$ cat src/rtl/booth_mul_ctrl_if.sv
// ----------------------------------------------------------------------------
// booth_mul_ctrl_if : operand/result handshake bundle for booth_mul_ctrl
// Rev 1.0
// ----------------------------------------------------------------------------
`default_nettype none

interface booth_mul_ctrl_if #(
  parameter int N = 4
);
  logic           start;
  logic [N-1:0]   multiplicand;
  logic [N-1:0]   multiplier;
  logic           busy;
  logic           done;
  logic [2*N-1:0] product;

  modport master (
    output start, multiplicand, multiplier,
    input  busy, done, product
  );

  modport slave (
    input  start, multiplicand, multiplier,
    output busy, done, product
  );
endinterface

`default_nettype wire

$ cat src/rtl/booth_mul_ctrl.sv
// ----------------------------------------------------------------------------
// booth_mul_ctrl : sequential radix-2 Booth signed multiplier, one step/cycle
// Rev 1.0
// ----------------------------------------------------------------------------
`default_nettype none

module booth_mul_ctrl #(
  parameter int N = 4
) (
  input  logic            clk,
  input  logic            rst,
  booth_mul_ctrl_if.slave bus
);

  localparam int CW = $clog2(N + 1);

  typedef enum logic [1:0] {
    IDLE = 2'd0,
    RUN  = 2'd1,
    DONE = 2'd2
  } state_t;

  state_t         state;
  state_t         state_next;

  logic [N:0]     acc;
  logic [N:0]     mx;
  logic [N-1:0]   q;
  logic           q1;
  logic [CW-1:0]  cnt;
  logic [2*N-1:0] product_r;

  logic           load;
  logic           step;
  logic           last;
  logic           busy_w;
  logic           done_w;

  // Shared N+1-bit ripple adder/subtractor; carry-in 1 selects A - Mx
  logic           sub;
  logic [N:0]     b_op;
  logic [N:0]     sum;
  logic [N:0]     carry;

  assign sub      = q[0] & ~q1;
  assign b_op     = mx ^ {(N + 1){sub}};
  assign carry[0] = sub;

  generate
    for (genvar i = 0; i <= N; i++) begin : g_ripple
      assign sum[i] = acc[i] ^ b_op[i] ^ carry[i];
      if (i < N) begin : g_carry
        assign carry[i+1] = (acc[i] & b_op[i]) | (carry[i] & (acc[i] ^ b_op[i]));
      end
    end
  endgenerate

  // Booth pairs 00/11 discard the adder result
  logic [N:0]     acc_next;
  logic [2*N+1:0] shift_w;

  assign acc_next = (q[0] ^ q1) ? sum : acc;
  assign shift_w  = {acc_next[N], acc_next, q};
  assign last     = (cnt == CW'(1));

  always_ff @(posedge clk or posedge rst) begin
    if (rst) begin
      state <= IDLE;
    end else begin
      state <= state_next;
    end
  end

  always_comb begin
    state_next = state;
    load       = 1'b0;
    step       = 1'b0;
    busy_w     = 1'b0;
    done_w     = 1'b0;
    case (state)
      IDLE: begin
        if (bus.start) begin
          load       = 1'b1;
          state_next = RUN;
        end
      end
      RUN: begin
        busy_w = 1'b1;
        step   = 1'b1;
        if (last) begin
          state_next = DONE;
        end
      end
      DONE: begin
        done_w     = 1'b1;
        state_next = IDLE;
      end
      default: state_next = IDLE;
    endcase
  end

  always_ff @(posedge clk or posedge rst) begin
    if (rst) begin
      acc       <= '0;
      mx        <= '0;
      q         <= '0;
      q1        <= 1'b0;
      cnt       <= '0;
      product_r <= '0;
    end else if (load) begin
      acc <= '0;
      mx  <= {bus.multiplicand[N-1], bus.multiplicand};
      q   <= bus.multiplier;
      q1  <= 1'b0;
      cnt <= CW'(N);
    end else if (step) begin
      acc <= shift_w[2*N+1:N+1];
      q   <= shift_w[N:1];
      q1  <= shift_w[0];
      cnt <= cnt - CW'(1);
      if (last) begin
        product_r <= shift_w[2*N:1];
      end
    end
  end

  assign bus.busy    = busy_w;
  assign bus.done    = done_w;
  assign bus.product = product_r;

endmodule

`default_nettype wire

$ cat src/flat_wrapper.sv
// flat-port wrapper written by rule: the top's interface ports become plain ports
module booth_mul_ctrl_flat 
#(
  parameter int N = 4
)
  (clk, rst, bus_start, bus_multiplicand, bus_multiplier, bus_busy, bus_done, bus_product);
  booth_mul_ctrl_if #(.N(N)) bus_i ();
  input  logic clk;
  input  logic rst;
  input wire logic [$bits(bus_i.start)-1:0] bus_start;
  input wire logic [$bits(bus_i.multiplicand)-1:0] bus_multiplicand;
  input wire logic [$bits(bus_i.multiplier)-1:0] bus_multiplier;
  output wire logic [$bits(bus_i.busy)-1:0] bus_busy;
  output wire logic [$bits(bus_i.done)-1:0] bus_done;
  output wire logic [$bits(bus_i.product)-1:0] bus_product;
  assign bus_i.start = bus_start;
  assign bus_i.multiplicand = bus_multiplicand;
  assign bus_i.multiplier = bus_multiplier;
  assign bus_busy = bus_i.busy;
  assign bus_done = bus_i.done;
  assign bus_product = bus_i.product;
  booth_mul_ctrl #(.N(N)) u_core (.clk(clk), .rst(rst), .bus(bus_i));
endmodule
$ cat config.mk
export PLATFORM = sky130hd
export DESIGN_NAME = booth_mul_ctrl_flat
export DESIGN_NICKNAME = d
export VERILOG_FILES = /design/src/rtl/booth_mul_ctrl_if.sv /design/src/rtl/booth_mul_ctrl.sv /design/src/flat_wrapper.sv
export SDC_FILE = /design/constraint.sdc
export NUM_CORES = 1
export LEC_CHECK = 0
export ABC_AREA = 1
export BUFFER_PORTS_ARGS = -buffer_cell sky130_fd_sc_hd__buf_2
export CAP_MARGIN = 20
export CORE_MARGIN = 2
export CORE_UTILIZATION = 48
export CTS_BUF_LIST = sky130_fd_sc_hd__clkbuf_4 sky130_fd_sc_hd__clkbuf_8 sky130_fd_sc_hd__clkbuf_16
export DETAILED_ROUTE_END_ITERATION = 10
export PLACE_DENSITY_LB_ADDON = 0.2
export SYNTH_ARGS = -nofsm -noshare
export SYNTH_HDL_FRONTEND = slang
export SYNTH_SLANG_ARGS = --single-unit
$ cat constraint.sdc
create_clock -name clk -period 7.25 [get_ports clk]
set_input_delay 0.3625 -clock clk [delete_from_list [all_inputs] [get_ports clk]]
set_output_delay 0.3625 -clock clk [all_outputs]
set_load 0.03 [all_outputs]
==> results.txt <==
CP Launch Type - flip-flop
Post-layout nets - 190
yosys warns - 0
Mapped Avg Cell Area - 8.631 um^2
Synth cell types - 16
Simple-Gate Fraction of Synth Area - 0.2751
async set-reset flop share out of synthesis - 1.000
Die W - 55.41 um
slowest stage delay, CP - 0.43 ns
origin of the critical flop-to-flop path - u_core.q1
Final period util - 0.3374
Peak supply drop - 0.2445 mV
via count - 958
1st-iter DRT viols - 28
die area - 0.003070 mm^2
Synth top area share - 0.5128
Arr. time, crit path - 2.69 ns
CP Class - reg -> reg
Std-Cell Core Area - 0.002500 mm^2
Setup-failing EPs final - 0
total CTS buffers - 3
global-route wire length before repair - 4126 um
CTS sink cnt - 26
mapped cell area - 0.001269 mm^2
Max-Cap Viols - 0
Overflow after GRT - 0
mux cell area share after synthesis - 0
Net Count, Synth - 165
leakage - 0.7916 nW
Final Instance Area - 0.001433 mm^2
main combinational cell family by area after synthesis - simple AND/OR/NAND/NOR gates
post-synthesis compound-gate area fraction - 0.04241
Pre-Repair DR Iteration Count - 4
Hold WS - 0.04603 ns
CP delay by family, top - adder cells
top fanout value on the critical path - 4
slowest stage cell, crit path - fa_1
Seq/Total Area, Yosys - 0.5128
# port buffers - 20
Rows - 18
CTS hold repair buffers - 0
DR DRC count - 0
final std cells w/o fill - 200
Buf/Inv on CP - 2
PwrDens - 462.9 mW/mm^2
I/O Pins - 21
launch point of the worst path - u_core.q1
fmax - 408.9 MHz
Yosys reg bits - 26
Max clock buf depth - 2
ratio of cells with drive above 1 in the final layout - 0.1765
gr usage total - 0.1657
RSZ-0062 raised after global routing - no
skew final - 0.0006779 ns
pin count of the biggest net entering global routing - 27
Die Ht - 55.41 um
synthesis-to-finish area growth - 12.92%
CP dominant cell by count - fa_1
Tmin final - 2.446 ns
setup TNS - 0 ns
detailed-route wire length - 2272 um
R2R setup slack - 4.80 ns
DP Area - 0.001395 mm^2
commonest non-fill, non-tap cell in the layout - nand2_1
post-synth top area cell - dfrtp_1
Final ANT Viol Nets - 0
critical path cell sequence - inv_1 -> ha_1 -> xor2_1 -> fa_1 -> inv_1 -> fa_1 -> fa_1 -> o21ai_0 -> nand2_1 -> o21ai_0
htree depth - 1
CTS resizes - 0
vias per cell - 4.790
Gate Count Post-Synth - 147
Initial Utilization - 0.5075
initial antenna violation count - 0
setup repair bufs after CTS - 0
vias in the first global route - 943
Final Hold Viols - 0
status - completed
Post-synth EDFFs - 0
worst min-delay path class - in -> async
Post-synth top flop - dfrtp_1
Reg clk slew, reported paths - 0.13 ns
CP endpoint kind - flip-flop
adder-cell share of the synthesized area - 0.09270
final max-slew violation count - 0
DR WL/cell - 11.36 um
CTS root buffer - clkbuf_4
top cells by area, synth - dfrtp_1 51%, nand2_1 20%, fa_1 6.3%
Worst Tran Pin Value - 0.4941 ns
worst-skew pair later-pin latency - 0.31 ns
slew margin rel. - 0.6702
critical path required time - 7.49 ns
antenna diode count - 0
XOR/XNOR Fraction of Synth Area - 0.02071
DP HPWL - 1725 um
CTS tree - yes
placed cell count - 196
RD Place Congestion - 0.8317
most frequent cells in the layout - 68 x nand2_1, 26 x dfrtp_1, 20 x buf_2
-- synth_stat cells, types with 2 or more instances --
master,number
dfrtp_1,26
fa_1,4
ha_1,3
inv_1,14
inv_2,2
nand2_1,68
nand2_2,2
nand3_1,10
nor2_1,3
o21ai_0,8
xnor2_1,2
-- state kept, by name (all words and copies together) (netlist names) --
name,flops
u_core.cnt,3
u_core.mx,4
u_core.bus.product,8
u_core.q,4
u_core.state,2
u_core.acc,4
u_core.q1,1
-- report_power, final --
part           internal [mW]  switching (mW)
clock network         0.0194          0.0400
logic                  0.115           0.235
registers              0.210          0.0441
-- cell type report --
cell class / count / area [um^2]
fill: 226 / 1067
sequential: 26 / 650.6
multi-input combinational: 104 / 546.8
timing repair buffer: 21 / 115.1
inverter: 16 / 60.06
tap: 30 / 37.54
clock buffer: 3 / 22.52
-- metal layers --
| metal | track usage | vias up | part of all wire |
|---|---|---|---|
| met1 | 0.2147 | 445 | 0.47 |
| li1 | - | 494 | - |
| met4 | 0.05226 | 0 | 0.0053 |
| met5 | 0 | - | 0 |
| met3 | 0.02342 | 2 | 0.035 |
| met2 | 0.2857 | 17 | 0.49 |
-- stage by stage --
stage          utilization  total power [mW]  setup WS [ns]
2_1_floorplan            -            0.5315          4.978
3_3_place_gp        0.5581            0.5961          4.930
3_5_place_dp        0.5581            0.6095          4.821
4_1_cts             0.5671            0.6711          4.798
5_1_grt             0.5731            0.7411          4.585
6_report            0.5731            0.6632          4.804
-- path summary, 6_finish.rpt --
| check | cells after the start | end |
|---|---|---|
| max | 10 | u_core.acc[2] |
| min | 2 | u_core.bus.product[1] |
| max reg2reg | 10 | u_core.acc[2] |
| min reg2reg | 2 | u_core.bus.product[6] |
| max in group asynchronous | 3 | u_core.q1 |
| min in group clk | 3 | u_core.mx[3] |
-- worst reg2reg max path, cell delays in order, from the launching register on --
cell,delay (ns)
dfrtp_1,0.39
inv_1,0.06
ha_1,0.26
xor2_1,0.22
fa_1,0.20
inv_1,0.05
fa_1,0.41
fa_1,0.43
o21ai_0,0.23
nand2_1,0.07
o21ai_0,0.07
-- kinds of logic (layout without fill, tap and decap cells) --
logic type | Yosys count | after routing
AO/OA/AOI/OAI | 10 | 10
XOR/XNOR | 3 | 3
adder cells (fa/ha/maj) | 7 | 7
buffers and inverters | 17 | 40
flip-flops | 26 | 26
AND/OR/NAND/NOR | 84 | 84
Power figures use the tool's default switching activity.
